**src/rtl/sprite_blitter_if.sv**
```systemverilog
// Bus bundle for sprite_blitter: control handshake, sprite ROM read port and framebuffer write port.
// The blitter uses the slave modport; game logic / ROM / framebuffer side uses master.
interface sprite_blitter_if #(
  parameter int SPRITE_W = 4,
  parameter int SPRITE_H = 4
);
  localparam int XW = $clog2(SPRITE_W);
  localparam int YW = $clog2(SPRITE_H);

  logic          start;
  logic [7:0]    x;
  logic [6:0]    y;
  logic          busy;
  logic          done;
  logic [XW-1:0] rom_x;
  logic [YW-1:0] rom_y;
  logic [2:0]    rom_dout;
  logic [7:0]    fb_x;
  logic [6:0]    fb_y;
  logic [2:0]    fb_color;
  logic          fb_we;

  modport master (
    output start, x, y, rom_dout,
    input  busy, done, rom_x, rom_y, fb_x, fb_y, fb_color, fb_we
  );

  modport slave (
    input  start, x, y, rom_dout,
    output busy, done, rom_x, rom_y, fb_x, fb_y, fb_color, fb_we
  );
endinterface

```
**src/rtl/sprite_blitter.sv**
```systemverilog
// Copies one SPRITE_W x SPRITE_H sprite from ROM into the 160x120 framebuffer at a latched (x,y).
// Optional macro TRANSPARENT_EN: ROM colour 0 is treated as transparent and not written.
module sprite_blitter #(
  parameter int SPRITE_W = 4,
  parameter int SPRITE_H = 4,
  parameter int SCREEN_W = 160,
  parameter int SCREEN_H = 120,
  parameter int ROM_LAT  = 1
) (
  input logic             VGA_CLK,
  input logic             resetn,
  sprite_blitter_if.slave bus
);
  localparam int XW = $clog2(SPRITE_W);
  localparam int YW = $clog2(SPRITE_H);

  typedef enum logic [1:0] {
    IDLE  = 2'd0,
    READ  = 2'd1,
    DRAIN = 2'd2,
    DONE  = 2'd3
  } state_t;

  state_t             state;
  state_t             state_nx;
  logic [1:0]         drain_cnt;
  logic               last_addr;
  logic [7:0]         x_lat;
  logic [6:0]         y_lat;
  logic [XW-1:0]      sx_p1 [ROM_LAT];
  logic [YW-1:0]      sy_p1 [ROM_LAT];
  logic [ROM_LAT-1:0] vld_p1;
  logic [8:0]         col_p1;
  logic [7:0]         row_p1;
  logic               opaque_p1;
  logic               wr_p1;

  function automatic logic [8:0] col_sum(input logic [7:0] base, input logic [XW-1:0] off);
    return {1'b0, base} + 9'(off);
  endfunction

  function automatic logic [7:0] row_sum(input logic [6:0] base, input logic [YW-1:0] off);
    return {1'b0, base} + 8'(off);
  endfunction

  function automatic logic on_screen(input logic [8:0] col, input logic [7:0] row);
    return (col < 9'(SCREEN_W)) && (row < 8'(SCREEN_H));
  endfunction

  assign last_addr = (bus.rom_x == XW'(SPRITE_W - 1)) && (bus.rom_y == YW'(SPRITE_H - 1));

  always_ff @(posedge VGA_CLK or negedge resetn) begin
    if (!resetn) state <= IDLE;
    else         state <= state_nx;
  end

  // DRAIN covers the ROM latency plus the final write slot
  always_comb begin
    state_nx = state;
    case (state)
      IDLE:    if (bus.start) state_nx = READ;
      READ:    if (last_addr) state_nx = DRAIN;
      DRAIN:   if (drain_cnt == 2'(ROM_LAT)) state_nx = DONE;
      DONE:    state_nx = IDLE;
      default: state_nx = IDLE;
    endcase
  end

  // Stage p0: address issue and control outputs
  always_ff @(posedge VGA_CLK or negedge resetn) begin
    if (!resetn) begin
      bus.busy  <= 1'b0;
      bus.done  <= 1'b0;
      drain_cnt <= '0;
      bus.rom_x <= '0;
      bus.rom_y <= '0;
      vld_p1    <= '0;
    end else begin
      bus.busy  <= (state_nx != IDLE);
      bus.done  <= (state_nx == DONE);
      drain_cnt <= (state == DRAIN) ? drain_cnt + 2'd1 : 2'd0;
      if (state == IDLE)
        {bus.rom_y, bus.rom_x} <= '0;
      else if (state == READ)
        {bus.rom_y, bus.rom_x} <= {bus.rom_y, bus.rom_x} + 1'b1;
      vld_p1[0] <= (state == READ);
      for (int i = 1; i < ROM_LAT; i++) vld_p1[i] <= vld_p1[i-1];
    end
  end

  always_ff @(posedge VGA_CLK) begin
    if (state == IDLE && bus.start) begin
      x_lat <= bus.x;
      y_lat <= bus.y;
    end
    sx_p1[0] <= bus.rom_x;
    sy_p1[0] <= bus.rom_y;
    for (int i = 1; i < ROM_LAT; i++) begin
      sx_p1[i] <= sx_p1[i-1];
      sy_p1[i] <= sy_p1[i-1];
    end
  end

  // Stage p1: ROM data aligned with its delayed sprite coordinates
  assign col_p1 = col_sum(x_lat, sx_p1[ROM_LAT-1]);
  assign row_p1 = row_sum(y_lat, sy_p1[ROM_LAT-1]);

`ifdef TRANSPARENT_EN
  assign opaque_p1 = (bus.rom_dout != 3'b000);
`else
  assign opaque_p1 = 1'b1;
`endif

  assign wr_p1 = vld_p1[ROM_LAT-1] && on_screen(col_p1, row_p1) && opaque_p1;

  // Stage p2: framebuffer write port
  always_ff @(posedge VGA_CLK or negedge resetn) begin
    if (!resetn) begin
      bus.fb_we    <= 1'b0;
      bus.fb_x     <= '0;
      bus.fb_y     <= '0;
      bus.fb_color <= '0;
    end else begin
      bus.fb_we <= wr_p1;
      if (vld_p1[ROM_LAT-1]) begin
        bus.fb_x     <= col_p1[7:0];
        bus.fb_y     <= row_p1[6:0];
        bus.fb_color <= bus.rom_dout;
      end
    end
  end
endmodule
```
**src/flat_wrapper.sv**
```systemverilog
// flat-port wrapper written by rule: the top's interface ports become plain ports
module sprite_blitter_flat 
#(
  parameter int SPRITE_W = 4,
  parameter int SPRITE_H = 4,
  parameter int SCREEN_W = 160,
  parameter int SCREEN_H = 120,
  parameter int ROM_LAT  = 1
)
  (VGA_CLK, resetn, bus_start, bus_x, bus_y, bus_rom_dout, bus_busy, bus_done, bus_rom_x, bus_rom_y, bus_fb_x, bus_fb_y, bus_fb_color, bus_fb_we);
  sprite_blitter_if #(.SPRITE_W(SPRITE_W), .SPRITE_H(SPRITE_H)) bus_i ();
  input logic VGA_CLK;
  input logic resetn;
  input wire logic [$bits(bus_i.start)-1:0] bus_start;
  input wire logic [$bits(bus_i.x)-1:0] bus_x;
  input wire logic [$bits(bus_i.y)-1:0] bus_y;
  input wire logic [$bits(bus_i.rom_dout)-1:0] bus_rom_dout;
  output wire logic [$bits(bus_i.busy)-1:0] bus_busy;
  output wire logic [$bits(bus_i.done)-1:0] bus_done;
  output wire logic [$bits(bus_i.rom_x)-1:0] bus_rom_x;
  output wire logic [$bits(bus_i.rom_y)-1:0] bus_rom_y;
  output wire logic [$bits(bus_i.fb_x)-1:0] bus_fb_x;
  output wire logic [$bits(bus_i.fb_y)-1:0] bus_fb_y;
  output wire logic [$bits(bus_i.fb_color)-1:0] bus_fb_color;
  output wire logic [$bits(bus_i.fb_we)-1:0] bus_fb_we;
  assign bus_i.start = bus_start;
  assign bus_i.x = bus_x;
  assign bus_i.y = bus_y;
  assign bus_i.rom_dout = bus_rom_dout;
  assign bus_busy = bus_i.busy;
  assign bus_done = bus_i.done;
  assign bus_rom_x = bus_i.rom_x;
  assign bus_rom_y = bus_i.rom_y;
  assign bus_fb_x = bus_i.fb_x;
  assign bus_fb_y = bus_i.fb_y;
  assign bus_fb_color = bus_i.fb_color;
  assign bus_fb_we = bus_i.fb_we;
  sprite_blitter #(.SPRITE_W(SPRITE_W), .SPRITE_H(SPRITE_H), .SCREEN_W(SCREEN_W), .SCREEN_H(SCREEN_H), .ROM_LAT(ROM_LAT)) u_core (.VGA_CLK(VGA_CLK), .resetn(resetn), .bus(bus_i));
endmodule
```
**config.mk**
```make
export PLATFORM = sky130hd
export DESIGN_NAME = sprite_blitter_flat
export DESIGN_NICKNAME = d
export VERILOG_FILES = /design/src/rtl/sprite_blitter_if.sv /design/src/rtl/sprite_blitter.sv /design/src/flat_wrapper.sv
export SDC_FILE = /design/constraint.sdc
export NUM_CORES = 1
export LEC_CHECK = 0
export ABC_AREA = 1
export CORE_MARGIN = 4
export CORE_UTILIZATION = 61
export DETAILED_ROUTE_END_ITERATION = 8
export DONT_BUFFER_PORTS = 1
export PLACE_DENSITY = 0.79
export SLEW_MARGIN = 0
export SYNTH_ARGS = -nofsm -noshare
export SYNTH_HDL_FRONTEND = slang
export SYNTH_SLANG_ARGS = --single-unit
```
**constraint.sdc**
```tcl
create_clock -name VGA_CLK -period 2.2 [get_ports VGA_CLK]
set_clock_uncertainty 0.05 [all_clocks]
set_input_delay 0 -clock VGA_CLK [delete_from_list [all_inputs] [get_ports VGA_CLK]]
set_output_delay 0 -clock VGA_CLK [all_outputs]
set_load 0.01 [all_outputs]
```
==> impl_metrics.env, run 1 <==
export IMPL_status="finished clean"
export IMPL_drt_iter0_markers=73
export IMPL_ys_seq_elements=49
export IMPL_placed_cells=244
export IMPL_synth_area_leaders="dfrtp_1, edfxtp_1, nand2_1"
export IMPL_vias_per_cell=5.32
export IMPL_num_vias=1451
export IMPL_io_buffers=0
export IMPL_path_clk_slew_ns=0.14
export IMPL_worstHoldPathType="primary input to asynchronous set/reset pin"
export IMPL_yosysMostFrequentCell="nand2_1"
export IMPL_synth_cells=205
export IMPL_synthArstFlopShare=0.612
export IMPL_hold_viol=0
export IMPL_stdcell_count=273
export IMPL_worst_endpoint_required_ns=2.46
export IMPL_netlist_area_um2=2070
export IMPL_grt_busiest_layer="met2"
export IMPL_place_hpwl_um=2740
export IMPL_synth_nets=234
export IMPL_leakagePower_uw=0.00107
export IMPL_placed_cell_area_um2=2100
export IMPL_drive_above_1_share=0.0742
export IMPL_synth_commonest_cells="nand2_1, dfrtp_1, edfxtp_1"
export IMPL_synth_top_area_cell="dfrtp_1"
export IMPL_grt_pass1_wl_um=6690
export IMPL_drcViolationCount=0
export IMPL_fin_crit_sh=0.815
export IMPL_wire_per_inst_um=14.3
export IMPL_vdd_ir_drop_max_v=0.000627
export IMPL_clock_latency_ns=0.37
export IMPL_cts_resized=0
export IMPL_ys_types=28
export IMPL_synth_avg_cell_area_um2=10.1
export IMPL_clockBufferDepth=2
export IMPL_cp_max_fo=5
export IMPL_max_freq_mhz=558
export IMPL_die_area_um2=4390
export IMPL_grt_start_max_net_pins=31
export IMPL_grtUsageMet2=0.328
export IMPL_gr_usage_met3=0.0680
export IMPL_worst_slack_ns=0.408
export IMPL_start_util=0.657
export IMPL_die_w_um=66.3
export IMPL_timing_hold_ws_ns=0.0264
export IMPL_grt_usage=0.207
export IMPL_rsz0062_at_grt="no"
export IMPL_cts_max_level=2
export IMPL_arrival_ns=2.05
export IMPL_synth_top_area_share=0.363
export IMPL_cts_tree="built"
export IMPL_grtUsageMet1=0.248
export IMPL_grt_overflow=0
export IMPL_ant_nets=0
export IMPL_gp_congestion=0.919
export IMPL_slew_headroom=0.609
export IMPL_fin_setup_tns_ns=0
export IMPL_cts_buffers=5
export IMPL_dp_slack_ns=0.424
export IMPL_worst_slew_pin_slew_ns=0.586
export IMPL_cts_sinks=49
export IMPL_yosysSeqAreaShare=0.619
export IMPL_io_pins=46
export IMPL_synth_edf_count=15
export IMPL_areaGrowthSynthToFinish_pct=14.6
export IMPL_crit_path_end_kind="register"
export IMPL_wl_um=3890
export IMPL_yosys_warnings=0
export IMPL_die_y_um=66.3
export IMPL_drt_pass1_iterations=4
export IMPL_power_density_nw_per_um2=1130
export IMPL_synth_main_ff_cell="dfrtp_1"
export IMPL_num_antenna_cells=0
export IMPL_setup_violations=0
export IMPL_core_region_area_um2=3150
export IMPL_clockRootBuffer="clkbuf_4"
export IMPL_grt_pass1_vias=1476
export IMPL_period_needed_ns=1.79
export IMPL_design_area_um2=2370
export IMPL_slew_viol_final=0
export IMPL_critical_path_class="register to register"
export IMPL_grt_antenna_before_repair=0
export IMPL_maxCapViolations=0
export IMPL_nNetsFinal=257
export IMPL_num_rows=20
export IMPL_cp_start_kind="register"
worst max-delay path, stage by stage (launching register included):
cell      delay (ns)
edfxtp_1        0.39
ha_1            0.25
fa_1            0.46
nand3_1         0.12
xor2_1          0.24
nor2_2          0.06
nand2_1         0.05
nand2_1         0.05
nor2_2          0.07
logic make-up (layout without fill, tap and decap cells):
kind of cell             Yosys count  in the layout  share of synthesized area
AO/OA/AOI/OAI                     20             20                     0.0550
XOR/XNOR                           5              5                     0.0212
adder cells (fa/ha/maj)            8              8                     0.0556
buffers and inverters             23             47                     0.0465
flip-flops                        49             49                      0.619
AND/OR/NAND/NOR                  100            100                      0.203
power by group:
| group | leakage, µW | total (µW) | switching, µW | internal [µW] |
|---|---|---|---|---|
| registers | 0.000531 | 1600 | 354 | 1250 |
| clock network | 0.0000245 | 403 | 277 | 125 |
| logic | 0.000510 | 664 | 396 | 268 |
| total | 0.00107 | 2670 | 1030 | 1640 |
registers in the layout, summed over array words and instances, names as in the netlist, 3 cells and up:
signal               cells
u_core.bus.fb_x          8
u_core.x_lat             8
u_core.bus.fb_y          7
u_core.y_lat             7
u_core.bus.fb_color      3
final timing paths:
kind                                     startpoint                   to  slack [ns]  depth (start not counted)
worst max-delay path                u_core.y_lat[0]     u_core.bus.fb_we        0.41                          8
worst min-delay path                         resetn   u_core.bus.fb_x[0]        0.03                          2
worst max register to register      u_core.y_lat[0]     u_core.bus.fb_we        0.41                          8
worst min register to register  u_core.drain_cnt[0]  u_core.drain_cnt[0]        0.40                          1
max in group asynchronous                    resetn      u_core.bus.busy        1.92                          2
min in group VGA_CLK                       bus_x[7]      u_core.x_lat[7]        0.20                          1
per-layer routing:
| metal | wire [µm] | share of wire |
|---|---|---|
| met1 | 1640 | 0.42 |
| met2 | 1910 | 0.49 |
| met3 | 242 | 0.062 |
| met4 | 96 | 0.025 |
| met5 | 0 | 0 |
stage by stage:
stage               total power, µW   util
floorplan                      2080      -
global placement               2200  0.665
detailed placement             2250  0.665
finish                         2670  0.753
CTS                            2690  0.753
global route                   2890  0.753
what timing repair did:
item / 4_1_cts / 5_1_grt
setup buffers: 0 / 0
hold buffers: 21 / 0
hold endpoints to repair: 50 / 0
setup endpoints to repair: 0 / 0
cells in the final DEF (no fill, tap or decap), types with 2 or more instances in the layout:
cell type      instances
o21ai_0                4
dfxtp_1                4
fa_1                   2
a21oi_1                3
inv_1                 14
xor2_1                 3
edfxtp_1              15
o21ai_1                9
ha_1                   6
dlygate4sd3_1         20
xnor2_1                2
nand4_1                4
nor2_1                13
clkinvlp_4             2
clkbuf_4               5
inv_2                  3
nand2_1               65
dfrtp_1               30
nand2_2                2
nand3_1               12
nor2_2                 2
layout make-up:
| cell class | instances | area [µm²] |
|---|---|---|
| Timing Repair Buffer | 21 | 220 |
| Tap cell | 44 | 55.1 |
| Multi-Input combinational cell | 133 | 693 |
| Sequential cell | 49 | 1280 |
| Inverter | 18 | 67.6 |
| Clock inverter | 2 | 15.0 |
| Clock buffer | 6 | 41.3 |
| Fill cell | 238 | 779 |
No activity file was read; power rests on OpenSTA's default activity.
==> inputs of run 2 (changes only) <==
==> constraint.sdc (replaced) <==
create_clock -name VGA_CLK -period 1.7 [get_ports VGA_CLK]
set_clock_uncertainty 0.05 [all_clocks]
set_input_delay 0 -clock VGA_CLK [delete_from_list [all_inputs] [get_ports VGA_CLK]]
set_output_delay 0 -clock VGA_CLK [all_outputs]
set_load 0.01 [all_outputs]
==> run 2 against run 1 <==
  * Wire length rose by 3.1%
  * Highest routed layer unchanged
  * Fmax rose by 9.2%
  * Register-to-register slack got worse by 0.35 ns
  * Critical path type unchanged
  * Utilization rose by 2.8 points
==> impl_metrics.env, run 2 (synthesis results as in run 1) <==
export IMPL_status="finished clean"
export IMPL_cts_sinks=49
export IMPL_combPwrFrac=0.272
export IMPL_die_w_um=66.3
export IMPL_grt_pass1_vias=1522
export IMPL_vdd_ir_drop_max_v=0.000851
export IMPL_reg_largest_list="u_core.bus.fb_x x8, u_core.x_lat x8"
export IMPL_worst_endpoint_required_ns=1.94
export IMPL_period_needed_ns=1.64
export IMPL_drcViolationCount=0
export IMPL_placed_cells=250
export IMPL_fin_setup_tns_ns=0
export IMPL_start_util=0.657
export IMPL_power_density_nw_per_um2=1450
export IMPL_wl_um=4010
export IMPL_grt_antenna_before_repair=0
export IMPL_drt_pass1_iterations=4
export IMPL_die_y_um=66.3
export IMPL_max_freq_mhz=609
export IMPL_gp_congestion=0.894
export IMPL_fin_util=0.781
export IMPL_slowest_delay_ns=0.42
export IMPL_num_antenna_cells=0
export IMPL_cp_startpoint="u_core.y_lat[0]"
export IMPL_vias_per_cell=5.29
export IMPL_nNetsFinal=264
export IMPL_switching_share=0.374
export IMPL_place_hpwl_um=2820
export IMPL_rr_startpoint="u_core.y_lat[0]"
export IMPL_grt_start_max_net_pins=31
export IMPL_cts_max_level=2
export IMPL_stdcell_count=280
export IMPL_crit_path_end_kind="register"
export IMPL_critical_path_class="register to register"
export IMPL_layout_cells_most_common="nand2_1"
export IMPL_clockBufferDepth=2
export IMPL_final_cell_mix="nand2_1, dfrtp_1, dlygate4sd3_1, edfxtp_1, inv_1"
export IMPL_ant_nets=0
export IMPL_hold_viol=0
export IMPL_fillCellCount=217
export IMPL_slew_viol_final=0
export IMPL_io_pins=46
export IMPL_arrival_ns=1.88
export IMPL_cp_start_kind="register"
export IMPL_cts_tree="built"
export IMPL_path_clk_slew_ns=0.13
export IMPL_p_switching_uw=1340
export IMPL_worst_slew_pin_slew_ns=0.351
export IMPL_leakagePower_uw=0.00111
export IMPL_p_int_uw=2240
export IMPL_timing_hold_ws_ns=0.0358
export IMPL_die_area_um2=4390
export IMPL_setup_violations=0
export IMPL_grt_pass1_wl_um=6710
export IMPL_num_vias=1481
export IMPL_seq_power_share=0.575
export IMPL_cp_max_fo=4
export IMPL_rsz0062_at_grt="yes"
export IMPL_clockRootBuffer="clkbuf_4"
export IMPL_fin_crit_sh=0.966
export IMPL_worstHoldPathType="primary input to asynchronous set/reset pin"
export IMPL_drive_above_1_share=0.136
export IMPL_drt_iter0_markers=99
export IMPL_grt_overflow=0
export IMPL_grt_usage=0.204
export IMPL_clkPwrFrac=0.153
export IMPL_maxCapViolations=0
export IMPL_cp_slowest_cell="edfxtp_1"
export IMPL_slew_headroom=0.766
export IMPL_io_buffers=0
export IMPL_wire_per_inst_um=14.3
export IMPL_cts_buffers=5
export IMPL_areaGrowthSynthToFinish_pct=18.9
export IMPL_num_rows=20
export IMPL_crit_chain="ha_2, fa_2, nand3_2, xor2_2, nor2_2, nand2_1, nand2_1, nor2_2"
export IMPL_core_region_area_um2=3150
export IMPL_clock_latency_ns=0.36
-- run 2: cell types whose count changed in the layout (fill, tap and decap cells not counted), sizes merged --
cell and delta:
clkinv +2, buf +7, clkinvlp -2
-- run 2: power by group through the flow --
stage	sequential, µW	clock (µW)	combinational (µW)
2_1_floorplan	1990	0	703
3_3_place_gp	2070	0	840
3_5_place_dp	2090	0	893
4_1_cts	2060	568	963
5_1_grt	2120	617	1120
6_report	2060	547	974
-- run 2: routing by layer --
layer	GRT usage	part of all wire	up-vias
li1	-	-	723
met5	0	0	-
met3	0.0561	0.063	7
met4	0.0990	0.017	0
met2	0.353	0.52	54
met1	0.230	0.40	697
-- run 2: worst max-delay path: cells and delay by family (launching register included) --
family                   cells  cell delay, ns
XOR/XNOR                     1            0.17
adder cells (fa/ha/maj)      2            0.61
flip-flops                   1            0.42
AND/OR/NAND/NOR              5            0.32
-- run 2: final cells by class --
type	count	area [µm²]	area share
flip-flops and latches	49	1280	0.520
multi-input cells	133	721	0.293
inverters	18	67.6	0.0274
clock buffers	6	51.3	0.0208
clock inverters	2	13.8	0.00559
repair buffers	28	273	0.111
well taps	44	55.1	0.0224
-- run 2: final timing paths --
check | end | slack [ns] | depth (start not counted)
max | u_core.bus.fb_we | 0.06 | 8
min | u_core.bus.rom_y[1] | 0.04 | 2
max reg2reg | u_core.bus.fb_we | 0.06 | 8
min reg2reg | u_core.drain_cnt[0] | 0.40 | 1
max in group asynchronous | u_core.bus.fb_x[1] | 1.40 | 2
min in group VGA_CLK | u_core.x_lat[0] | 0.21 | 1
-- run 2: stage by stage --
stage,setup slack (ns),power [µW],instance area [µm²]
3_5_place_dp,-0.0570,2980,2140
4_1_cts,0.00353,3600,2440
5_1_grt,-0.0200,3860,2460
6_report,0.0585,3580,2460
3_3_place_gp,0.0247,2910,2140
2_1_floorplan,0.0621,2690,2070
-- run 2: timing repair --
action,4_1_cts,5_1_grt
hold buffers,21,0
setup buffers,0,1
hold endpoints to repair,50,0
pin swaps,0,4
resized for setup,3,4
setup endpoints to repair,1,2
gates cloned,0,0
==> inputs of run 3 (changes only) <==
--- a/config.mk
+++ b/config.mk
@@ -7,10 +7,11 @@
 export LEC_CHECK = 0
 export ABC_AREA = 1
 export CORE_MARGIN = 4
-export CORE_UTILIZATION = 61
+export CORE_UTILIZATION = 55
 export DETAILED_ROUTE_END_ITERATION = 8
 export DONT_BUFFER_PORTS = 1
-export PLACE_DENSITY = 0.79
+export GPL_TIMING_DRIVEN = 0
+export PLACE_DENSITY = 0.75
 export SLEW_MARGIN = 0
 export SYNTH_ARGS = -nofsm -noshare
 export SYNTH_HDL_FRONTEND = slang
==> constraint.sdc (replaced) <==
create_clock -name VGA_CLK -period 1.5 [get_ports VGA_CLK]
set_clock_uncertainty 0.05 [all_clocks]
set_input_delay 0 -clock VGA_CLK [delete_from_list [all_inputs] [get_ports VGA_CLK]]
set_output_delay 0 -clock VGA_CLK [all_outputs]
set_load 0.01 [all_outputs]
==> run 3 against run 2 <==
  * The flow now finishes with violations (negative setup slack)
  * Global-route usage shrank 2.6 points
  * Fmax grew 4.9%
  * Combinational power grew 21%
  * Highest routed layer unchanged
==> impl_metrics.env, run 3 (synthesis results as in run 1) <==
export IMPL_status="finished, violations left"
export IMPL_violations="negative setup slack"
export IMPL_num_vias=1460
export IMPL_worstHoldPathType="primary input to asynchronous set/reset pin"
export IMPL_final_cell_mix="nand2_1, dfrtp_1, dlygate4sd3_1, edfxtp_1"
export IMPL_num_antenna_cells=0
export IMPL_grt_pass1_vias=1455
export IMPL_cts_max_level=2
export IMPL_nNetsFinal=267
export IMPL_clkPwrFrac=0.192
export IMPL_io_pins=46
export IMPL_path_clk_slew_ns=0.08
export IMPL_cp_start_kind="register"
export IMPL_p_int_uw=2770
export IMPL_leakagePower_uw=0.00113
export IMPL_drt_pass1_iterations=4
export IMPL_clockBufferDepth=2
export IMPL_areaGrowthSynthToFinish_pct=23.1
export IMPL_io_buffers=0
export IMPL_fillCellCount=282
export IMPL_crit_chain="ha_2, fa_2, nand3_2, xor2_2, buf_4, o21ai_1"
export IMPL_crit_buf_inv=1
export IMPL_drt_iter0_markers=83
export IMPL_maxCapViolations=0
export IMPL_gp_congestion=0.780
export IMPL_die_y_um=69.4
export IMPL_cts_sinks=49
export IMPL_crit_path_end_kind="register"
export IMPL_drcViolationCount=0
export IMPL_worst_slew_pin_slew_ns=0.379
export IMPL_clockRootBuffer="clkbuf_8"
export IMPL_wire_per_inst_um=14.1
export IMPL_cp_max_fo=4
export IMPL_die_w_um=69.4
export IMPL_arrival_ns=1.69
export IMPL_vias_per_cell=5.09
export IMPL_layout_cells_most_common="nand2_1"
export IMPL_core_region_area_um2=3660
export IMPL_vdd_ir_drop_max_v=0.000868
export IMPL_die_area_um2=4810
export IMPL_fin_crit_sh=1.04
export IMPL_worst_slack_ns=-0.0652
export IMPL_num_rows=22
export IMPL_slew_headroom=0.747
export IMPL_grt_usage=0.179
export IMPL_reg_largest_list="u_core.bus.fb_x x8, u_core.x_lat x8"
export IMPL_grt_pass1_wl_um=6770
export IMPL_cts_buffers=5
export IMPL_grt_antenna_before_repair=0
export IMPL_switching_share=0.362
export IMPL_rsz0062_at_grt="yes"
export IMPL_drive_above_1_share=0.155
export IMPL_power_density_nw_per_um2=1700
export IMPL_cp_slowest_cell="edfxtp_1"
export IMPL_slew_viol_final=0
export IMPL_clock_latency_ns=0.30
export IMPL_cts_tree="built"
export IMPL_wl_um=4040
export IMPL_dp_slack_ns=-0.150
export IMPL_worst_endpoint_required_ns=1.63
export IMPL_slowest_delay_ns=0.38
export IMPL_ant_nets=0
export IMPL_hold_viol=0
export IMPL_grt_overflow=0
export IMPL_critical_path_class="register to register"
export IMPL_fin_util=0.697
export IMPL_grt_start_max_net_pins=31
export IMPL_setup_violations=4
export IMPL_combPwrFrac=0.271
export IMPL_place_hpwl_um=2680
export IMPL_seq_power_share=0.536
export IMPL_start_util=0.566
export IMPL_period_needed_ns=1.57
export IMPL_max_freq_mhz=639
export IMPL_cp_top_family="adder cells"
export IMPL_p_switching_uw=1570
run 3: changes by cell type in the layout (fill, tap and decap cells not counted), sizes merged:
cell / previous run / this run
clkbuf: 6 / 8
clkinv: 3 / 2
inv: 17 / 16
clkinvlp: 0 / 1
buf: 8 / 10
run 3: area by class of cell:
type | count | area (µm²) | share of cell area
Buffer | 5 | 28.8 | 0.0113
Clock buffer | 7 | 96.3 | 0.0378
Clock inverter | 1 | 5.00 | 0.00196
Inverter | 18 | 71.3 | 0.0280
Multi-Input combinational cell | 133 | 737 | 0.289
Sequential cell | 49 | 1280 | 0.502
Tap cell | 48 | 60.1 | 0.0236
Timing Repair Buffer | 26 | 270 | 0.106
run 3: power by group through the flow:
stage | clock, µW | combinational (µW) | sequential [µW]
global route | 914 | 1360 | 2390
floorplan | 0 | 811 | 2260
detailed placement | 0 | 1010 | 2360
global placement | 0 | 958 | 2350
CTS | 846 | 1110 | 2330
finish | 835 | 1180 | 2330
run 3: timing repair:
action / in CTS / in global routing
hold buffers: 21 / 0
buffers inserted: 2 / 3
pin swaps: 2 / 5
gates resized for setup: 3 / 4
hold endpoints to repair: 50 / 0
setup endpoints to repair: 18 / 22
gates cloned: 0 / 0
run 3: worst reg2reg max path: cells and delay by family (launching register included):
| family | cells | cell delay (ns) |
|---|---|---|
| flops | 1 | 0.38 |
| simple gates | 1 | 0.10 |
| buf+inv | 1 | 0.13 |
| compound gates | 1 | 0.04 |
| fa+ha+maj | 2 | 0.59 |
| xor+xnor | 1 | 0.17 |
run 3: final timing paths:
kind                                     startpoint                  end  slack, ns  cells past startpoint
worst max-delay path                u_core.y_lat[0]   u_core.bus.fb_y[4]      -0.07                      6
worst min-delay path                         resetn      u_core.state[0]       0.09                      2
worst max register to register      u_core.y_lat[0]   u_core.bus.fb_y[4]      -0.07                      6
worst min register to register  u_core.drain_cnt[0]  u_core.drain_cnt[0]       0.39                      1
max in group asynchronous                    resetn   u_core.bus.fb_x[0]       1.13                      2
min in group VGA_CLK                       bus_y[6]      u_core.y_lat[6]       0.27                      1
run 3: through the flow:
step                power (µW)  instances  instance area [µm²]  setup TNS, ns  hold WS [ns]
detailed placement        3370        253                 2150          -2.37        -0.345
finish                    4340        287                 2550         -0.133        0.0938
CTS                       4290        284                 2490         -0.110         0.100
floorplan                 3070        205                 2090              0        -0.346
global placement          3300        253                 2150          -1.98        -0.345
global route              4660        287                 2550         -0.567        0.0951
run 3: metal layers:
layer,up-vias,GRT usage,part of all wire
met5,-,0,0
met1,685,0.204,0.41
met2,36,0.306,0.51
li1,732,-,-
met4,0,0.0629,0.017
met3,7,0.0667,0.056
